### src/rtl/mult_arbiter.sv
// -----------------------------------------------------------------------------
// mult_arbiter
//
// Lets two requesters share one pipe_mult. Each cycle at most one request is
// granted and started into the multiplier. An owner-tag FIFO remembers who
// issued each in-flight operation, so every product goes back to its issuer.
// flush_i kills everything in flight. The multiplier is never stalled: killed
// operations still complete and pop their tag, but they return no result.
//
// Configuration macro:
//   MULT_ARB_RR_EN  defined   : round-robin arbitration when both requesters
//                               ask in the same cycle.
//                   undefined : fixed priority, requester 0 always wins.
//
// Handshake semantics:
//   An operation is accepted in a cycle where reqN_i and gntN_o are both 1.
//   gntN_o is combinational from the current inputs. A requester that is not
//   granted keeps req/operands asserted until it sees its grant.
//   resN_valid_o is a one-cycle registered pulse with no backpressure.
//   resN_o holds its last delivered product while resN_valid_o is 0.
//
// Ports:
//   clk_i, rst_i            clock; synchronous active-high reset
//   req0_i, a0_i, b0_i      requester 0 request and operands
//   gnt0_o                  requester 0 accepted this cycle
//   req1_i, a1_i, b1_i      requester 1 request and operands
//   gnt1_o                  requester 1 accepted this cycle
//   res0_valid_o, res0_o    product return for requester 0 (registered)
//   res1_valid_o, res1_o    product return for requester 1 (registered)
//   flush_i                 kill all in-flight ops; blocks grants this cycle
//   busy_o                  owner FIFO non-empty
//   mult_start_o            start strobe to pipe_mult
//   mult_multiplier_o       operand a to pipe_mult
//   mult_multicand_o        operand b to pipe_mult
//   mult_product_i          product from pipe_mult
//   mult_done_i             done strobe from pipe_mult
// -----------------------------------------------------------------------------
module mult_arbiter #(
  parameter int BIT_WIDTH = 32,
  parameter int STAGES    = 8,
  parameter int DEPTH     = STAGES + 1
) (
  input  logic                 clk_i,
  input  logic                 rst_i,
  input  logic                 req0_i,
  input  logic [BIT_WIDTH-1:0] a0_i,
  input  logic [BIT_WIDTH-1:0] b0_i,
  output logic                 gnt0_o,
  input  logic                 req1_i,
  input  logic [BIT_WIDTH-1:0] a1_i,
  input  logic [BIT_WIDTH-1:0] b1_i,
  output logic                 gnt1_o,
  output logic                 res0_valid_o,
  output logic [BIT_WIDTH-1:0] res0_o,
  output logic                 res1_valid_o,
  output logic [BIT_WIDTH-1:0] res1_o,
  input  logic                 flush_i,
  output logic                 busy_o,
  output logic                 mult_start_o,
  output logic [BIT_WIDTH-1:0] mult_multiplier_o,
  output logic [BIT_WIDTH-1:0] mult_multicand_o,
  input  logic [BIT_WIDTH-1:0] mult_product_i,
  input  logic                 mult_done_i
);

  localparam int PTR_W = (DEPTH > 1) ? $clog2(DEPTH) : 1;
  localparam int CNT_W = $clog2(DEPTH + 1);

  // Owner-tag FIFO: one owner bit and one killed bit per slot.
  logic [DEPTH-1:0] owner_q;
  logic [DEPTH-1:0] killed_q;
  logic [PTR_W-1:0] wr_ptr_q;
  logic [PTR_W-1:0] rd_ptr_q;
  logic [CNT_W-1:0] count_q;

  logic full;
  logic grant_ok;
  logic push;
  logic pop;
  logic live_pop;
  logic pop_owner;

  function automatic logic [PTR_W-1:0] ptr_inc(input logic [PTR_W-1:0] p);
    // Explicit wrap so DEPTH need not be a power of two.
    return (p == PTR_W'(DEPTH - 1)) ? '0 : p + PTR_W'(1);
  endfunction

  assign full     = (count_q == CNT_W'(DEPTH));
  // Grants are also held off while reset is asserted so that nothing looks
  // accepted in a cycle whose FIFO push is about to be discarded.
  assign grant_ok = !rst_i && !flush_i && !full;

`ifdef MULT_ARB_RR_EN
  // last_q = 1 means requester 1 won the most recent grant, so requester 0
  // wins the next contention. Reset to 1 so requester 0 wins first.
  logic last_q;
`endif

  // ---------------------------------------------------------------------------
  // Arbitration (combinational, request cycle)
  // ---------------------------------------------------------------------------
  always_comb begin
    gnt0_o = 1'b0;
    gnt1_o = 1'b0;
    if (grant_ok) begin
      if (req0_i && req1_i) begin
`ifdef MULT_ARB_RR_EN
        gnt0_o = last_q;
        gnt1_o = ~last_q;
`else
        gnt0_o = 1'b1;
`endif
      end else begin
        gnt0_o = req0_i;
        gnt1_o = req1_i;
      end
    end
  end

  // Operand mux toward the multiplier; zero when nothing starts.
  always_comb begin
    mult_multiplier_o = '0;
    mult_multicand_o  = '0;
    if (gnt0_o) begin
      mult_multiplier_o = a0_i;
      mult_multicand_o  = b0_i;
    end else if (gnt1_o) begin
      mult_multiplier_o = a1_i;
      mult_multicand_o  = b1_i;
    end
  end

  assign mult_start_o = gnt0_o | gnt1_o;
  assign push         = gnt0_o | gnt1_o;
  // done with an empty FIFO is a stray strobe and is ignored.
  assign pop          = mult_done_i && (count_q != '0);
  assign pop_owner    = owner_q[rd_ptr_q];
  // A pop in the flush cycle belongs to a killed op even though its killed
  // bit is only being set this edge.
  assign live_pop     = pop && !killed_q[rd_ptr_q] && !flush_i;
  assign busy_o       = (count_q != '0);

`ifdef MULT_ARB_RR_EN
  always_ff @(posedge clk_i) begin
    if (rst_i) begin
      last_q <= 1'b1;
    end else if (push) begin
      last_q <= gnt1_o;
    end
  end
`endif

  // ---------------------------------------------------------------------------
  // Owner FIFO and result registers
  // ---------------------------------------------------------------------------
  always_ff @(posedge clk_i) begin
    if (rst_i) begin
      owner_q      <= '0;
      killed_q     <= '0;
      wr_ptr_q     <= '0;
      rd_ptr_q     <= '0;
      count_q      <= '0;
      res0_valid_o <= 1'b0;
      res1_valid_o <= 1'b0;
      res0_o       <= '0;
      res1_o       <= '0;
    end else begin
      // Flush kills every slot. Unoccupied slots are harmless to mark since a
      // push always rewrites the killed bit; the push assignment below comes
      // last so it wins on its own slot.
      if (flush_i) begin
        killed_q <= '1;
      end
      if (push) begin
        owner_q[wr_ptr_q]  <= gnt1_o;
        killed_q[wr_ptr_q] <= 1'b0;
        wr_ptr_q           <= ptr_inc(wr_ptr_q);
      end
      if (pop) begin
        rd_ptr_q <= ptr_inc(rd_ptr_q);
      end

      unique case ({push, pop})
        2'b10:   count_q <= count_q + CNT_W'(1);
        2'b01:   count_q <= count_q - CNT_W'(1);
        default: count_q <= count_q;
      endcase

      res0_valid_o <= live_pop && !pop_owner;
      res1_valid_o <= live_pop && pop_owner;
      if (live_pop && !pop_owner) begin
        res0_o <= mult_product_i;
      end
      if (live_pop && pop_owner) begin
        res1_o <= mult_product_i;
      end
    end
  end

endmodule

### config.mk
export PLATFORM = sky130hd
export DESIGN_NAME = mult_arbiter
export DESIGN_NICKNAME = d
export VERILOG_FILES = /design/src/rtl/mult_arbiter.sv
export SDC_FILE = /design/constraint.sdc
export NUM_CORES = 1
export LEC_CHECK = 0
export ABC_AREA = 1
export BUFFER_PORTS_ARGS = -buffer_cell sky130_fd_sc_hd__buf_2
export CORE_AREA = 2 2 116 118
export CTS_CLUSTER_DIAMETER = 30
export DETAILED_ROUTE_END_ITERATION = 7
export DIE_AREA = 0 0 118 120
export PLACE_DENSITY = 0.84
export SETUP_SLACK_MARGIN = 0.2
export SYNTH_ARGS = -nofsm -noshare
export SYNTH_HDL_FRONTEND = slang
export SYNTH_SLANG_ARGS = --single-unit
export TNS_END_PERCENT = 30
### constraint.sdc
create_clock -name clk_i -period 1.9 [get_ports clk_i]
set_input_delay 0.095 -clock clk_i [delete_from_list [all_inputs] [get_ports clk_i]]
set_output_delay 0.095 -clock clk_i [all_outputs]
set_load 0.03 [all_outputs]
==> impl_metrics.tcl, run 1 <==
set metrics [dict create \
    status "complete, but fails checks" \
    violations "negative setup slack" \
    drv_slew 0 \
    start_kind "register" \
    rsz0062_at_grt "true" \
    power.internal_mw 5.07 \
    power_density_nw_per_um2 1080 \
    slew_headroom_pct 76.0 \
    seqPwrFrac_pct 29.8 \
    skew_ns 0.0105 \
    fin_crit_sh_pct 103 \
    routed_via_density 5.16 \
    worst_slew_pin_slew_ns 0.357 \
    ir_drop_v 0.000628 \
    crit_type "reg2reg" \
    start_util_pct 39.2 \
    hp-class "in2reg" \
    clkTransAtPathRegs_ns 0.07 \
    antenna_found_initial 1 \
    die_y_um 120 \
    synth.net_count 868 \
    crit_path_end_kind "register" \
    max_freq_ghz 0.512 \
    regArea_sq_um 1940 \
    required_ns 2.18 \
    use_met1_pct 32.1 \
    avgSynthCellArea_sq_um 7.35 \
    cts_tree "yes" \
    final_util_pct 61.3 \
    synth_top_cell_area_share_pct 37.7 \
    place_congestion 1.03 \
    period_needed_ns 1.95 \
    netlist_area_sq_um 5090 \
    die_w_um 118 \
    p_switching_mw 3.54 \
    synth_warnings 0 \
    dp_hpwl_um 15100 \
    postCtsHoldBufs 0 \
    clk_path_buf_depth 2 \
    ys_ff_latch 96 \
    met2_usage_pct 47.2 \
    drive_gt1_share_pct 42.1 \
    syn2layout_area_growth_pct 56.2 \
    root_buffer "clkbuf_16" \
    crit_path_max_fanout 3 \
    synth_area_leader_cell "dfxtp_1" \
    drt_first_pass_iters 5 \
    syn_inst 693 \
    met3_usage_pct 5.09 \
    ios 300 \
    post-place-ws_ns 0.0368 \
    finalWirelength_um 21000 \
    num_rows 42 \
    grt.busiest_layer "met2" \
    drt_iter0_drc 606 \
    leakagePower_nw 3.97 \
    cts_buffers 9 \
    cap_violations 0 \
    clock-sinks 96 \
    drc 0 \
    cts-htree-levels 3 \
    wl_per_cell_um 17.8 \
    grt_pass1_wl_um 28600 \
    ys_seq_area_share_pct 37.7 \
    insertion_delay_ns 0.35 \
    grt_pass1_vias 5241 \
    combPwrFrac_pct 47.4 \
    grt_overflow 0 \
    grt_usage_pct 26.2 \
    synthDistinctLibCells 31 \
    clkPwrFrac_pct 22.8 \
    dieArea_sq_um 14200 \
    cp.arrival_ns 2.24 \
    synthTopCellsByArea "dfxtp_1 (38%), a22o_1 (11%), nand2_1 (10%), nor2_1 (8.7%), a21oi_1 (5.0%)" \
    final_antenna_net_count 0 \
    setup-violations-final 9 \
    core_sq_um 13000 \
    num-fill-cells 1118 \
    vias 6069 \
    multi_input_area_sq_um 2730 \
    hold_viol 0 \
    swShare_pct 41.1 \
    setup_slack_ns -0.0533 \
    grt_max_degree 54 \
    port_buffers 299 \
    nets 1169 \
]
==> flip-flops by register name, summed over array words and instances, names as in the netlist <==
name	cells
count_q	4
killed_q	9
owner_q	9
rd_ptr_q	4
res0_o	32
res0_valid_o	1
res1_o	32
res1_valid_o	1
wr_ptr_q	4
==> worst max-delay path, cell delays in order (launching register included) <==
cell	delay, ns
dfxtp_4	0.35
nor2_4	0.14
nand3_4	0.12
nand3_4	0.10
buf_12	0.11
nand2_8	0.05
inv_8	0.06
ha_4	0.16
xor2_2	0.19
nand3_1	0.12
a21oi_1	0.15
o21ai_1	0.10
nand2_1	0.07
nand2_1	0.05
nor2_1	0.10
==> area by class of cell <==
type | instances | area share (%)
multi-input combinational | 477 | 34.3
timing repair buffer | 335 | 30.7
sequential | 96 | 24.4
inverter | 75 | 3.82
clock buffer | 10 | 2.88
tap | 176 | 2.77
clock inverter | 6 | 1.13
antenna | 1 | 0.0315
==> metal layers <==
| layer | wire [um] | part of all wire [%] | vias up |
|---|---|---|---|
| met5 | 0 | 0 | - |
| met4 | 680 | 3.2 | 0 |
| met3 | 1980 | 9.4 | 51 |
| met2 | 10400 | 49 | 365 |
| met1 | 7940 | 38 | 2789 |
| li1 | - | - | 2864 |
==> what timing repair did <==
| action | 4_1_cts | 5_1_grt |
|---|---|---|
| buffers inserted | 4 | 4 |
| gates resized for setup | 33 | 178 |
| pin swaps | 7 | 25 |
| setup endpoints to repair | 83 | 137 |
| endpoints found under the hold margin | 0 | 0 |
| gates cloned | 1 | 7 |
==> power groups by stage <==
| stage | logic, mW | registers, mW | clock network (mW) |
|---|---|---|---|
| global placement | 3.34 | 2.57 | 0 |
| floorplan | 2.01 | 3.04 | 0 |
| finish | 4.08 | 2.57 | 1.96 |
| global route | 4.37 | 2.60 | 2.07 |
| CTS | 3.52 | 2.54 | 1.96 |
| detailed placement | 3.39 | 2.59 | 0 |
==> worst paths after layout <==
check                           cells past startpoint    endpoint  slack [ns]         startpoint
worst max-delay path                               14  count_q[3]       -0.05         count_q[2]
worst min-delay path                                5   res0_o[6]        0.07  mult_product_i[6]
worst max register to register                     14  count_q[3]       -0.05         count_q[2]
worst min register to register                      2  owner_q[2]        0.46         owner_q[2]
==> per-stage QoR <==
step           TNS (ns)  total power [mW]  instances  instance area (sq um)  hold WS (ns)
3_3_place_gp          0              5.92       1143                   6820         0.409
2_1_floorplan         0              5.06        693                   5160         0.283
6_report         -0.159              8.61       1176                   7950        0.0709
4_1_cts               0              8.03       1164                   7300        0.0649
5_1_grt           -1.76              9.04       1176                   7950        0.0935
3_5_place_dp          0              5.98       1143                   6820         0.420
==> synthesized netlist by cell type, drive strengths merged <==
master	count
nand2	140
nor2	123
dfxtp	96
inv	75
a22o	64
nand3	58
a21oi	51
buf	38
o21ai	16
ha	9
clkbuf	7
a211oi	5
nor3	3
xor2	3
nand4	2
nand3b	1
o22ai	1
xnor2	1
==> layout by cell type, fill, tap and decap left out, types with 16 or more instances in the layout <==
| cell type | instances |
|---|---|
| buf_2 | 234 |
| nand2_1 | 128 |
| nor2_1 | 116 |
| dfxtp_1 | 91 |
| inv_1 | 65 |
| a22o_1 | 64 |
| buf_6 | 63 |
| a21oi_1 | 47 |
| nand3_1 | 32 |
| nand3_2 | 24 |
| buf_4 | 18 |
| clkbuf_16 | 16 |
==> cells by family (layout without fill, tap and decap cells) <==
group                    after synthesis  count (layout)  share of synthesized area, %
flip-flops                            96              96                          37.7
AND/OR/NAND/NOR                      327             327                          29.5
XOR/XNOR                               4               4                         0.688
adder cells (fa/ha/maj)                9               9                          2.21
AO/OA/AOI/OAI                        137             137                          18.5
buffers and inverters                120             426                          11.4
other                                  0               1                             0
Note: power is estimated with default switching activity, not from simulation.
==> inputs of run 2 (changes only) <==
BUFFER_PORTS_ARGS = unset   (was -buffer_cell sky130_fd_sc_hd__buf_2)
CORE_AREA = 2 2 115 117   (was 2 2 116 118)
DIE_AREA = 0 0 117 119   (was 0 0 118 120)
DONT_BUFFER_PORTS = 1   (was unset)
PLACE_DENSITY = 0.64   (was 0.84)
==> run 2 against run 1 <==
  * The run still ends with negative setup slack left
  * Largest power group is now registers
  * Clock power is essentially flat
  * Flip-flop and latch count is the same
  * Power is 8.0% lower
  * Critical path type is now reg2out
  * Global-route usage fell by 2.1 points
  * Register-to-register slack better by 0.05 ns
==> impl_metrics.tcl, run 2 (synthesis results as in run 1) <==
set metrics [dict create \
    status "complete, but fails checks" \
    violations "negative setup slack" \
    setup_slack_ns -0.0268 \
    cts_tree "yes" \
    skew_ns 0.0126 \
    syn2layout_area_growth_pct 40.6 \
    critical-path-top-delay-family "buffers and inverters" \
    wl_per_cell_um 19.9 \
    nets 910 \
    place_congestion 1.02 \
    final_antenna_net_count 0 \
    root_buffer "clkbuf_16" \
    rsz0062_at_grt "true" \
    leakagePower_nw 3.16 \
    mostFrequentLayoutCell "nand2_1" \
    grt_pass1_vias 4731 \
    max_freq_ghz 0.519 \
    clk_path_buf_depth 2 \
    die_w_um 117 \
    period_needed_ns 1.93 \
    crit_chain "nor2_4 -> nand3_4 -> nand2_4 -> nor2_4 -> buf_12 -> buf_16 -> a22o_4 -> buf_12" \
    vias 4871 \
    clock-sinks 96 \
    ir_drop_v 0.000485 \
    slew_headroom_pct 73.9 \
    start_kind "register" \
    use_met1_pct 26.4 \
    met3_usage_pct 7.48 \
    critPathMaxStageDelay_ns 0.36 \
    hp-class "in2reg" \
    ios 300 \
    port_buffers 0 \
    start_util_pct 39.6 \
    drt_first_pass_iters 5 \
    crit_slowest_cell "dfxtp_4" \
    timing.setup.tns_ns -0.113 \
    clkTransAtPathRegs_ns 0.06 \
    core_sq_um 12900 \
    worst_slew_pin_slew_ns 0.391 \
    met2_usage_pct 41.1 \
    power_mw 7.92 \
    crit_type "reg2out" \
    drc 0 \
    dieArea_sq_um 13900 \
    routed_via_density 5.32 \
    drive_gt1_share_pct 26.4 \
    reg_top3 "res0_o (32), res1_o (32)" \
    fin_crit_sh_pct 101 \
    cap_violations 0 \
    grt_pass1_wl_um 25700 \
    cts_buffers 9 \
    power_density_nw_per_um2 1110 \
    required_ns 1.80 \
    finalWirelength_um 18300 \
    die_y_um 119 \
    grt_usage_pct 24.1 \
    crit_buf_inv 3 \
    crit_path_max_fanout 8 \
    drt_iter0_drc 347 \
    insertion_delay_ns 0.35 \
    hold_viol 0 \
    setup-violations-final 5 \
    grt.busiest_layer "met2" \
    cts-htree-levels 3 \
    grt_overflow 0 \
    crit_path_end_kind "output port" \
    dp_hpwl_um 11800 \
    grt_max_degree 65 \
    insertedDiodeCount 0 \
    antenna_found_initial 0 \
    layout_common_cells "nand2_1 (132), nor2_1 (114), dfxtp_1 (92), inv_1 (66), a22o_4 (63)" \
    cp.arrival_ns 1.83 \
    num_rows 42 \
    drv_slew 0 \
]
run 2: changes by cell type in the layout (fill, tap and decap cells not counted), sizes merged:
cell | before | now
clkinv | 1 | 2
dlygate4sd3 | 0 | 29
clkinvlp | 1 | 0
clkbuf | 17 | 15
diode | 1 | 0
buf | 328 | 42
run 2: power breakdown:
part	total, mW	leakage (nW)	internal [mW]	switching (mW)
clock network	1.96	0.157	1.16	0.794
registers	3.08	0.783	2.35	0.724
logic	2.89	2.22	1.12	1.76
total	7.92	3.16	4.64	3.28
run 2: routing by layer:
layer,part of all wire (%),vias up
met5,0,-
met4,3.9,0
met3,9.2,41
met2,51,247
met1,36,2234
li1,-,2349
run 2: what timing repair did:
item	in CTS	in global routing
setup endpoints to repair	125	130
hold buffers	29	0
resized for setup	126	36
gates cloned	6	5
hold endpoints to repair	53	0
setup buffers	6	2
pin swaps	39	44
run 2: worst min-delay path, stage by stage:
cell and delay [ns]:
inv_1 0.04, nand2_1 0.06, nand2_1 0.04, nor2_1 0.07
run 2: path summary, 6_finish.rpt:
path | start | end | slack [ns] | depth (start not counted)
hold / removal | mult_product_i[23] | res0_o[23] | 0.009 | 4
hold reg to reg | killed_q[1] | killed_q[1] | 0.46 | 2
setup / recovery | count_q[2] | mult_multiplier_o[22] | -0.03 | 8
setup reg to reg | count_q[2] | count_q[2] | 0 | 15
run 2: area by class of cell:
type	count	area [sq um]
clock buffer	10	229
timing repair buffer	76	1090
clock inverter	6	91.3
multi-input combinational	477	3290
tap	176	220
sequential	96	1930
fill	1128	5710
inverter	75	302
run 2: per-stage QoR:
stage                     cell area (sq um)  hold slack [ns]  instances  util, %  setup slack [ns]
after floorplan                        5160            0.283        693        -            0.0762
final                                  7160          0.00869        916     55.6           -0.0268
after detailed placement               5500            0.171        852     42.7            0.0147
after global routing                   7160           0.0175        916     55.6            -0.125
after global placement                 5500            0.172        852     42.7            0.0950
after CTS                              6820        0.0000430        909     53.0           -0.0132
==> inputs of run 3 (changes only) <==
PLACE_DENSITY = 0.58   (was 0.64)
==> run 3 against run 2 <==
  * The run still ends with negative setup slack left
  * Cell count is 4.3% higher
  * Final area increased by 9.2%
  * Routed wire length increased by 3.4%
  * Utilization up 5.1 points
  * Register-to-register slack worse by 0.13 ns
  * Flip-flop and latch count stayed put
  * Die area did not move
  * Combinational power is 13% higher
  * Sequential power up 1%
  * Global-route usage about the same
  * First-iteration DRC count increased by 4.0%
  * Critical path depth rose by 7
  * Critical path type is now reg2reg
  * Largest cell class unchanged
==> impl_metrics.tcl, run 3 (synthesis results as in run 1) <==
set metrics [dict create \
    status "complete, but fails checks" \
    violations "negative setup slack" \
    hp-class "in2reg" \
    required_ns 2.13 \
    drive_gt1_share_pct 30.8 \
    core_sq_um 12900 \
    nets 949 \
    crit_type "reg2reg" \
    period_needed_ns 2.03 \
    mostFrequentLayoutCell "nand2_1" \
    cts_buffers 9 \
    crit_chain "nor2_4 -> nand3_4 -> nand3b_4 -> nand2_8 -> inv_8 -> ha_4 -> nand2_2 -> inv_2 -> nor2_4 -> buf_6 -> ha_4 -> a21oi_4 -> xnor2_2 -> o21ai_1 -> inv_1" \
    cp.arrival_ns 2.27 \
    placed_cell_area_sq_um 6110 \
    clock-sinks 96 \
    die_w_um 117 \
    grt_overflow 0 \
    die_y_um 119 \
    slew_headroom_pct 71.3 \
    seqPwrFrac_pct 37.7 \
    setup_slack_ns -0.131 \
    clk_path_buf_depth 2 \
    drv_slew 0 \
    drt_first_pass_iters 5 \
    hold_viol 0 \
    rsz0062_at_grt "true" \
    p_switching_mw 3.45 \
    crit_buf_inv 4 \
    grt_pass1_wl_um 25600 \
    wl_per_cell_um 19.8 \
    fin_crit_sh_pct 107 \
    clkPwrFrac_pct 22.8 \
    num_rows 42 \
    critical-path-top-delay-family "simple AND/OR/NAND/NOR gates" \
    vias 5026 \
    crit_slowest_cell "dfxtp_4" \
    swShare_pct 41.6 \
    ios 300 \
    max_freq_ghz 0.492 \
    leakagePower_nw 3.39 \
    cts_tree "yes" \
    cap_violations 0 \
    design_area_sq_um 7820 \
    port_buffers 0 \
    grt_max_degree 66 \
    cts-htree-levels 3 \
    power.internal_mw 4.84 \
    root_buffer "clkbuf_16" \
    layout_common_cells "nand2_1 (132), nor2_1 (114), dfxtp_1 (91), inv_1 (66), a22o_4 (50)" \
    insertedDiodeCount 0 \
    drc 0 \
    combPwrFrac_pct 39.5 \
    place_congestion 0.931 \
    start_util_pct 39.6 \
    clkTransAtPathRegs_ns 0.07 \
    final_antenna_net_count 0 \
    insertion_delay_ns 0.34 \
    crit_path_max_fanout 3 \
    finalWirelength_um 18900 \
    antenna_found_initial 0 \
    grt_usage_pct 24.0 \
    start_kind "register" \
    syn2layout_area_growth_pct 53.6 \
    num-fill-cells 1046 \
    drt_iter0_drc 361 \
    power_density_nw_per_um2 1060 \
    critPathMaxStageDelay_ns 0.35 \
    setup-violations-final 40 \
    worst_slew_pin_slew_ns 0.429 \
    crit_path_end_kind "register" \
    timing.hold.ws_ns 0.00925 \
    skew_ns 0.00753 \
    dieArea_sq_um 13900 \
    grt_pass1_vias 4663 \
    dp_hpwl_um 12900 \
    routed_via_density 5.26 \
    ir_drop_v 0.000460 \
    reg_top3 "res0_o (32), res1_o (32)" \
]
-- run 3: changes by cell type in the layout (fill, tap and decap cells not counted), sizes merged --
cell	previous run	this run
clkinvlp	0	1
clkbuf	15	18
inv	77	75
buf	42	81
dlygate4sd3	29	28
bufinv	2	1
-- run 3: worst paths after layout --
kind / from / end / slack, ns / cells after the start
max reg2reg: count_q[2] / count_q[2] / -0.13 / 15
min reg2reg: killed_q[6] / killed_q[6] / 0.46 / 2
min: mult_product_i[15] / res0_o[15] / 0.009 / 4
max: count_q[2] / count_q[2] / -0.13 / 15
-- run 3: worst reg2reg max path, stage by stage, from the launching register on --
cell	delay [ns]
dfxtp_4	0.35
nor2_4	0.14
nand3_4	0.13
nand3b_4	0.14
nand2_8	0.07
inv_8	0.06
ha_4	0.17
nand2_2	0.06
inv_2	0.08
nor2_4	0.05
buf_6	0.11
ha_4	0.16
a21oi_4	0.14
xnor2_2	0.08
o21ai_1	0.14
inv_1	0.05
-- run 3: power groups by stage --
stage / Clock [mW] / Combinational (mW) / Sequential, mW
3_3_place_gp: 0 / 2.43 / 3.12
6_report: 1.89 / 3.27 / 3.12
2_1_floorplan: 0 / 2.01 / 3.04
5_1_grt: 2.01 / 3.53 / 3.16
4_1_cts: 1.93 / 2.92 / 3.10
3_5_place_dp: 0 / 2.52 / 3.14
-- run 3: per-layer routing --
| metal | track usage (%) | wire [um] |
|---|---|---|
| met4 | 8.68 | 501 |
| met1 | 27.4 | 6950 |
| met5 | 0 | 0 |
| met3 | 8.19 | 1920 |
| met2 | 41.3 | 9500 |
-- run 3: area by class of cell --
type / count / area (sq um) / share of cell area (%)
Multi-Input combinational cell: 477 / 3260 / 41.7
Sequential cell: 96 / 1940 / 24.8
Timing Repair Buffer: 115 / 1780 / 22.8
Inverter: 75 / 307 / 3.92
Clock buffer: 12 / 267 / 3.41
Tap cell: 176 / 220 / 2.82
Clock inverter: 4 / 51.3 / 0.656
-- run 3: repair_timing --
| action | 4_1_cts | 5_1_grt |
|---|---|---|
| resized for setup | 82 | 64 |
| pin swaps | 24 | 45 |
| hold endpoints to repair | 45 | 0 |
| setup endpoints to repair | 79 | 133 |
| gates cloned | 3 | 9 |
| hold buffers | 28 | 0 |
| buffers inserted | 8 | 6 |
-- run 3: through the flow --
stage               setup WS [ns]  util, %  total power [mW]  instances  TNS (ns)
floorplan                  0.0762        -              5.06        693         0
global placement           0.0569     47.5              5.55        885         0
global route               -0.197     60.8              8.70        955     -3.35
detailed placement         -0.122     47.5              5.65        885    -0.221
finish                     -0.131     60.8              8.28        955     -1.03
CTS                       -0.0334     55.9              7.94        940    -0.280
